$ cat config.mk
export PLATFORM = sky130hd
export DESIGN_NAME = seg_scan_display
export DESIGN_NICKNAME = d
export VERILOG_FILES = /design/src/rtl/seg_scan_display.sv
export SDC_FILE = /design/constraint.sdc
export NUM_CORES = 1
export LEC_CHECK = 0
export CAP_MARGIN = 20
export CORE_MARGIN = 4
export CORE_UTILIZATION = 45
export DETAILED_ROUTE_END_ITERATION = 12
export PLACE_DENSITY_LB_ADDON = 0.15
export SETUP_SLACK_MARGIN = 0.05
export SYNTH_ARGS = -nofsm -noshare
export SYNTH_HDL_FRONTEND = slang
export SYNTH_SLANG_ARGS = --single-unit
$ cat constraint.sdc
create_clock -name clk -period 3.2 [get_ports clk]
set_clock_uncertainty 0.2 [all_clocks]
set_input_delay 0.32 -clock clk [delete_from_list [all_inputs] [get_ports clk]]
set_output_delay 0.32 -clock clk [all_outputs]
set_load 0.02 [all_outputs]
$ cat src/rtl/seg_scan_display.sv
// Eight-digit multiplexed seven-segment driver. Hex values load directly; decimal
// values go through a 32-step double-dabble conversion. Scanning never stops.
module seg_scan_display #(
  parameter int SCAN_DIV  = 100000,
  parameter int DATA_BITS = 32
) (
  input  logic                 clk,
  input  logic                 rst,
  input  logic [DATA_BITS-1:0] data_in,
  input  logic                 load,
  input  logic                 dec_mode,
  output logic                 busy,
  output logic                 ovf,
  output logic [7:0]           an,
  output logic [7:0]           seg
);

  localparam int CNT_W = (SCAN_DIV > 1) ? $clog2(SCAN_DIV) : 1;
  localparam logic [CNT_W-1:0] SCAN_LAST = CNT_W'(SCAN_DIV - 1);

  typedef enum logic {
    IDLE = 1'b0,
    CONV = 1'b1
  } state_t;

  state_t               state, state_nxt;
  logic [DATA_BITS-1:0] bin_q;
  logic [39:0]          bcd_q;
  logic [39:0]          bcd_shift;
  logic [4:0]           step_q;
  logic [31:0]          disp_q;
  logic                 ovf_q;
  logic [CNT_W-1:0]     scan_q;
  logic [2:0]           idx_q;
  logic [3:0]           nib;
  logic                 last_step;

  // Nibbles are adjusted independently; a nibble never carries into its neighbour.
  function automatic logic [39:0] add3_all(input logic [39:0] v);
    logic [39:0] r;
    r = v;
    for (int i = 0; i < 10; i++) begin
      if (v[4*i +: 4] >= 4'd5) r[4*i +: 4] = v[4*i +: 4] + 4'd3;
    end
    return r;
  endfunction

  assign last_step = (step_q == 5'd31);
  assign bcd_shift = (add3_all(bcd_q) << 1) | {39'd0, bin_q[DATA_BITS-1]};

  // NOTE: sequential state uses non-blocking assignments so every register
  // samples the pre-edge values of its neighbours, independent of block order.
  always_ff @(posedge clk) begin
    if (rst) state <= IDLE;
    else     state <= state_nxt;
  end

  // NOTE: every combinational output gets a default first, so no path through
  // the block leaves it unassigned and a latch can never be inferred.
  always_comb begin
    state_nxt = state;
    case (state)
      IDLE: if (load && dec_mode) state_nxt = CONV;
      CONV: if (last_step)        state_nxt = IDLE;
      default:                    state_nxt = IDLE;
    endcase
  end

  always_comb begin
    busy = (state == CONV);
    ovf  = ovf_q;
    an   = ~(8'h01 << idx_q);
    nib  = disp_q[{idx_q, 2'b00} +: 4];
    seg  = 8'hFF;
    case (nib)
      4'h0: seg = 8'hC0;
      4'h1: seg = 8'hF9;
      4'h2: seg = 8'hA4;
      4'h3: seg = 8'hB0;
      4'h4: seg = 8'h99;
      4'h5: seg = 8'h92;
      4'h6: seg = 8'h82;
      4'h7: seg = 8'hF8;
      4'h8: seg = 8'h80;
      4'h9: seg = 8'h90;
      4'hA: seg = 8'h88;
      4'hB: seg = 8'h83;
      4'hC: seg = 8'hC6;
      4'hD: seg = 8'hA1;
      4'hE: seg = 8'h86;
      4'hF: seg = 8'h8E;
      default: seg = 8'hFF;
    endcase
  end

  // Display register only changes on a hex load or on the final conversion step,
  // so a reset mid-conversion discards the partial BCD result.
  always_ff @(posedge clk) begin
    if (rst) begin
      bin_q  <= '0;
      bcd_q  <= '0;
      step_q <= '0;
      disp_q <= '0;
      ovf_q  <= 1'b0;
    end else begin
      case (state)
        IDLE: begin
          if (load && dec_mode) begin
            bin_q  <= data_in;
            bcd_q  <= '0;
            step_q <= '0;
          end else if (load) begin
            disp_q <= data_in;
            ovf_q  <= 1'b0;
          end
        end
        CONV: begin
          bin_q  <= bin_q << 1;
          bcd_q  <= bcd_shift;
          step_q <= step_q + 5'd1;
          if (last_step) begin
            disp_q <= bcd_shift[31:0];
            ovf_q  <= |bcd_shift[39:32];
          end
        end
        default: ;
      endcase
    end
  end

  always_ff @(posedge clk) begin
    if (rst) begin
      scan_q <= '0;
      idx_q  <= '0;
    end else if (scan_q == SCAN_LAST) begin
      scan_q <= '0;
      idx_q  <= idx_q + 3'd1;
    end else begin
      scan_q <= scan_q + 1'b1;
    end
  end

endmodule

* Word level (Yosys, flattened, before mapping) *
Memories as Yosys holds them, arrays and structs flattened.
Cells that the tools add are included.

storage, ports and cells
  register bits after elaboration = 131
  bits in latches = 0
  bits in writable memories = 0
  bits in read-only memories = 112
  input port bits = 36
  output and inout bits = 18
  word-level logic and storage cells = 74
  memories kept = 1

memory list
  name             words  width  rd ports  clocked after memory_dff  wr ports  line  source
  (no name shown)  16     7      1         0                         0         75    case (nib)

cells by class
  add/subtract/negate cells = 13
  $mul = 0
  div/mod/pow operators = 0
  order comparisons = 10
  equal/unequal tests = 6
  shift operators = 2
  multiplexer cells = 27
  bitwise logic cells = 3
  reductions and logical operators = 4

operators by type and width
  cell                                                                   number
  32-bit two-way mux                                                     4
  32-bit case mux with 2 select lines                                    2
  40-bit case mux with 2 select lines                                    1
  4-bit by 3-bit >= comparator with 1-bit output, second input constant  10
  40-bit two-way mux                                                     1
  40-bit by 1-bit OR with 40-bit output                                  1
  4-bit by 2-bit adder with 4-bit output, second input constant          9
  4-bit two-way mux                                                      9
  32-bit by 6-bit variable part select with 4-bit output                 1
  17-bit by 1-bit adder with 17-bit output, second input constant        1
  17-bit == test, second input constant                                  1
  5-bit case mux with 2 select lines                                     1
  8-bit inverter                                                         1
  8-bit OR reduction                                                     1
  1-bit by 3-bit << shifter with 8-bit output, first input constant      1
  2-bit inequality test, second input constant                           3
  5-bit by 1-bit adder with 5-bit output, second input constant          1
  5-bit == test, second input constant                                   1
  1-bit two-way mux                                                      5
  5-bit two-way mux                                                      1
  1-bit case mux with 2 select lines                                     2
  3-bit by 1-bit adder with 3-bit output, second input constant          1
  3-bit by 2-bit adder with 3-bit output, second input constant          1
  3-bit two-way mux                                                      1
  5 further kinds                                                        5

* Logic depth before layout (Yosys ltp) *
  depth after elaboration = 6
  gate-level depth with buffers = 9
  gate-level depth less buffers = 8

* Worst setup path before layout *
Ideal clock, no wire load.

  path type = register to output
  from = reg idx_q[0]
  to = out seg[0]
  data arrival time = 2268 ps
  required time = 2680 ps
  path slack = 412 ps
  cell stages (with the launch flop) = 7
  path buffers = 1
  cells stage by stage = dfxtp_1 -> buf_6 -> mux4_2 -> mux2i_1 -> ha_1 -> inv_1 -> o31ai_1

on the way
  longest elaborated chain between the ends = 2

RTL lines
  element                                                 line  source
  start: declaration                                      34    logic [2:0] idx_q;
  start signal: assignment                                137   idx_q <= idx_q + 3'd1;
  32-bit by 6-bit variable part select with 4-bit output  73    nib = disp_q[{idx_q, 2'b00} +: 4];
  memory 16 x 7 bit                                       -
  end: declaration                                        15    output logic [7:0] seg

Every way passes these cells.

* Worst setup path after layout *
  from = reg idx_q[0]
  to = out seg[3]

The elaborated chain is that of the path after synthesis.

==> flow_summary_export.csv <==
group,metric,value,unit
placed_design,dpl.hpwl,11200,µm
drt,drtAntennaViolNets,0,
cells_and_area,nFillCells,1307,
clock_network,cts_sinks,131,
timing,relSlewSlack,60.6,%
timing,min_period,3.02,ns
global_route,grt_usage,20.1,%
clock_network,cts_inserted_buffers,17,
pwr,switching_share,24.6,%
die,start_util,46.0,%
timing,drv_slew,0,
worst_setup_path,critical-path-max-stage-delay,0.52,ns
placed_design,io_buffer_count,52,
drt,vias,5694,
outcome,status,"complete, no violations",
cells_and_area,layoutNonFillerInstCount,1021,
worst_setup_path,critical_path_buf_inv_count,4,
synthesis,yosys_most_used_dff,"dfxtp_1",
clock_network,path_clk_slew,0.06,ns
synthesis,synth_cells,789,
worst_setup_path,end_kind,"output pin",
clock_network,root_buffer,"clkbuf_16",
global_route,grt_pass1_vias,5563,
synthesis,async_reset_ff_share,0,%
drt,drc,0,
timing,worst_pin_slew,0.590,ns
worst_setup_path,start_kind,"register",
worst_setup_path,r2r-start,"scan_q[0]",
cells_and_area,nNetsFinal,895,
placed_design,place_congestion,0.880,
worst_setup_path,arrival,2.50,ns
die,rows,44,
pwr,clkPwrFrac,46.0,%
worst_setup_path,critPathRequiredTime,2.68,ns
synthesis,synth_area,6710,µm²
placed_design,dp_cells,987,
die,dieArea,16900,µm²
cells_and_area,drive_above_1_share,8.96,%
cells_and_area,multiInputGateArea,3790,µm²
timing,finalCritPeriodShare,94.4,%
clock_network,cts_buffer_depth,2,
drt,routed_wl,16100,µm
synthesis,yosys.cell_types.count,47,
clock_network,cts_tree,"built",
worst_setup_path,path_class,"reg2out",
timing,fmax,331,MHz
global_route,grt_remaining_overflow,0,
pwr,p_seq_share,43.8,%
hold_path,hold_path_class,"in2reg",
drt,viasPerCell,5.58,
worst_setup_path,cp_common_cell,"inv_1",
synthesis,syn_avg_cell_area,8.50,µm²
global_route,grt_pass1_wl,27100,µm
timing,hold_violations,0,
cells_and_area,n_antenna_cell,0,
die,die_h,130,µm
synthesis,ys_seq_area_share,39.1,%
worst_setup_path,cpMaxStageDelayCell,"mux4_2",
drt,drtIter0Drc,313,
drt,drt_pass1_iterations,5,
die,core_area,14600,µm²
worst_setup_path,cpLargestDelayFamily,"multiplexers",
synthesis,ys_ff_latch,131,
die,io_pins,54,
flow_run,max_cap_viol_count,0,
timing,setup_violations,0,
die,fp.dieW,130,µm
pwr,intPower,0.00302,W
synthesis,yosysWarningCount,0,
hold_path,hp-start,"rst",
global_route,grt_max_degree,92,
cells_and_area,regArea,2630,µm²
synthesis,synth_edf_count,0,
global_route,antenna_found_initial,0,
pwr,combPwrFrac,10.2,%
pwr,power_density,502,nW/µm²
drt,wl_per_cell,15.8,µm
pwr,p_leak,2.91,nW
pwr,power_switching,0.000983,W
cells_and_area,utilization,54.6,%
timing,grt_setup_unrepaired,"true",
worst_setup_path,crit_path_start,"idx_q[0]",
worst_setup_path,crit_chain,"mux4_2 -> mux2i_2 -> buf_4 -> inv_1 -> ha_2 -> inv_1 -> nor2_1 -> nand3b_1 -> o21a_1 -> buf_2",
clock_network,insertion_delay,0.42,ns
worst_setup_path,crit_fanout,6,
synthesis,syn-num-nets,860,
cells_and_area,area_delta_synth_final,18.7,%
pwr,irDropWorstVdd,427,µV
clock_network,htree_num_levels,4,
[synthesized netlist by cell type (2+ instances only)]
cell type	n	area, µm²
xnor2_1	25	219
ha_1	35	438
a22o_1	4	35.0
inv_1	29	109
nor3b_1	17	128
buf_2	4	20.0
mux2i_1	18	180
a211oi_1	20	150
a22oi_1	13	97.6
a21o_1	10	75.1
nand3b_1	3	22.5
clkbuf_1	42	158
o21ai_0	22	110
a21oi_1	54	270
mux4_2	8	180
nand2_1	86	323
o21ai_1	2	10.0
buf_4	3	22.5
nand4_1	3	18.8
and3_1	5	31.3
nor2b_1	3	18.8
and4_1	2	17.5
nor2_1	111	417
a311oi_1	48	420
nor3_1	2	10.0
dfxtp_1	131	2620
xor2_1	8	70.1
o211ai_1	9	67.6
nand2b_1	35	219
nand3_1	20	100
[per-layer routing]
layer / global-route usage (%) / up-vias / routed length (µm)
li1: - / 2854 / -
met1: 27.1 / 2698 / 7680
met2: 32.2 / 127 / 7570
met3: 4.83 / 15 / 700
met4: 5.93 / 0 / 154
met5: 0 / - / 0
[flip-flops by register name (all words and copies together) (netlist names)]
| name | flops |
|---|---|
| bcd_q | 40 |
| bin_q | 32 |
| busy | 1 |
| disp_q | 32 |
| idx_q | 3 |
| ovf | 1 |
| scan_q | 17 |
| step_q | 5 |
[per-stage QoR]
stage / TNS, ns / hold slack (ns) / worst slack (ns) / cell area, µm² / power (W)
floorplan: 0 / 0.212 / 0.412 / 6710 / 0.00204
global route: 0 / 0.0936 / 0.0537 / 7960 / 0.00417
detailed placement: -0.0330 / 0.245 / -0.0174 / 7390 / 0.00220
global placement: 0 / 0.224 / 0.0935 / 7390 / 0.00219
finish: 0 / 0.0856 / 0.179 / 7960 / 0.00400
CTS: 0 / 0.0652 / 0.0582 / 7970 / 0.00404
[power by group through the flow]
stage | Sequential (W) | Clock [W] | Combinational (W)
after floorplan | 0.00176 | 0 | 0.000275
after global placement | 0.00178 | 0 | 0.000405
after detailed placement | 0.00179 | 0 | 0.000413
after CTS | 0.00175 | 0.00188 | 0.000411
after global routing | 0.00176 | 0.00196 | 0.000453
final | 0.00175 | 0.00184 | 0.000408
[path summary, 6_finish.rpt]
| check | end | slack, ns | depth (start not counted) |
|---|---|---|---|
| hold reg to reg | scan_q[0] | 0.25 | 1 |
| setup reg to reg | scan_q[12] | 0.79 | 6 |
| setup / recovery | seg[3] | 0.18 | 10 |
| hold / removal | step_q[1] | 0.09 | 2 |
[layout make-up]
cell class | count | area share [%]
Clock inverter | 9 | 0.974
Clock buffer | 23 | 6.13
Multi-Input combinational cell | 577 | 47.6
Tap cell | 184 | 2.89
Sequential cell | 131 | 33.0
Timing Repair Buffer | 67 | 8.00
Inverter | 30 | 1.41
[logic make-up (layout without fill, tap and decap cells)]
group	Yosys count	count (layout)	share of synthesized area [%]
AND/OR/NAND/NOR	293	293	20.3
AO/OA/AOI/OAI	187	187	19.0
flip-flops	131	131	39.1
buffers and inverters	81	129	4.89
adder cells (fa/ha/maj)	35	35	6.53
XOR/XNOR	33	33	4.31
multiplexers	28	28	5.80
other	1	1	0.0559
[what timing repair did]
item / in CTS / in global routing
resized for setup: 21 / 10
hold buffers: 0 / 0
endpoints found under the hold margin: 0 / 0
setup endpoints to repair: 7 / 6
setup buffers: 2 / 0
[cell usage in the layout, fill, tap and decap left out, types with 2 or more instances in the layout]
cell type        Yosys  layout
o21ai_1              2       2
nand3_1             20      20
a21oi_1             54      53
nor3b_1             17      17
buf_4                3      13
o21ai_0             22      22
nand4_1              3       3
nand3b_1             3       3
xnor2_1             25      25
o211ai_1             9       9
a311oi_1            48      48
buf_12               0       3
clkbuf_8             0       4
ha_1                35      33
clkinv_2             0       5
mux2i_2              1       2
a22o_1               4       4
mux2i_1             18      17
clkdlybuf4s50_1      0      44
xor2_1               8       8
clkbuf_2             0       2
a21o_1              10       9
a211oi_1            20      20
nand2b_1            35      35
ha_2                 0       2
buf_2                4       4
nor2_1             111     110
clkbuf_1            42       2
nor3_1               2       2
mux4_2               8       8
dfxtp_4              0       2
a22oi_1             13      13
and4_1               2       2
nand2_1             86      86
nor2b_1              3       3
dfxtp_1            131     129
and3_1               5       5
clkbuf_16            0      17
inv_1               29      29
(Power assumes the default switching activity.)
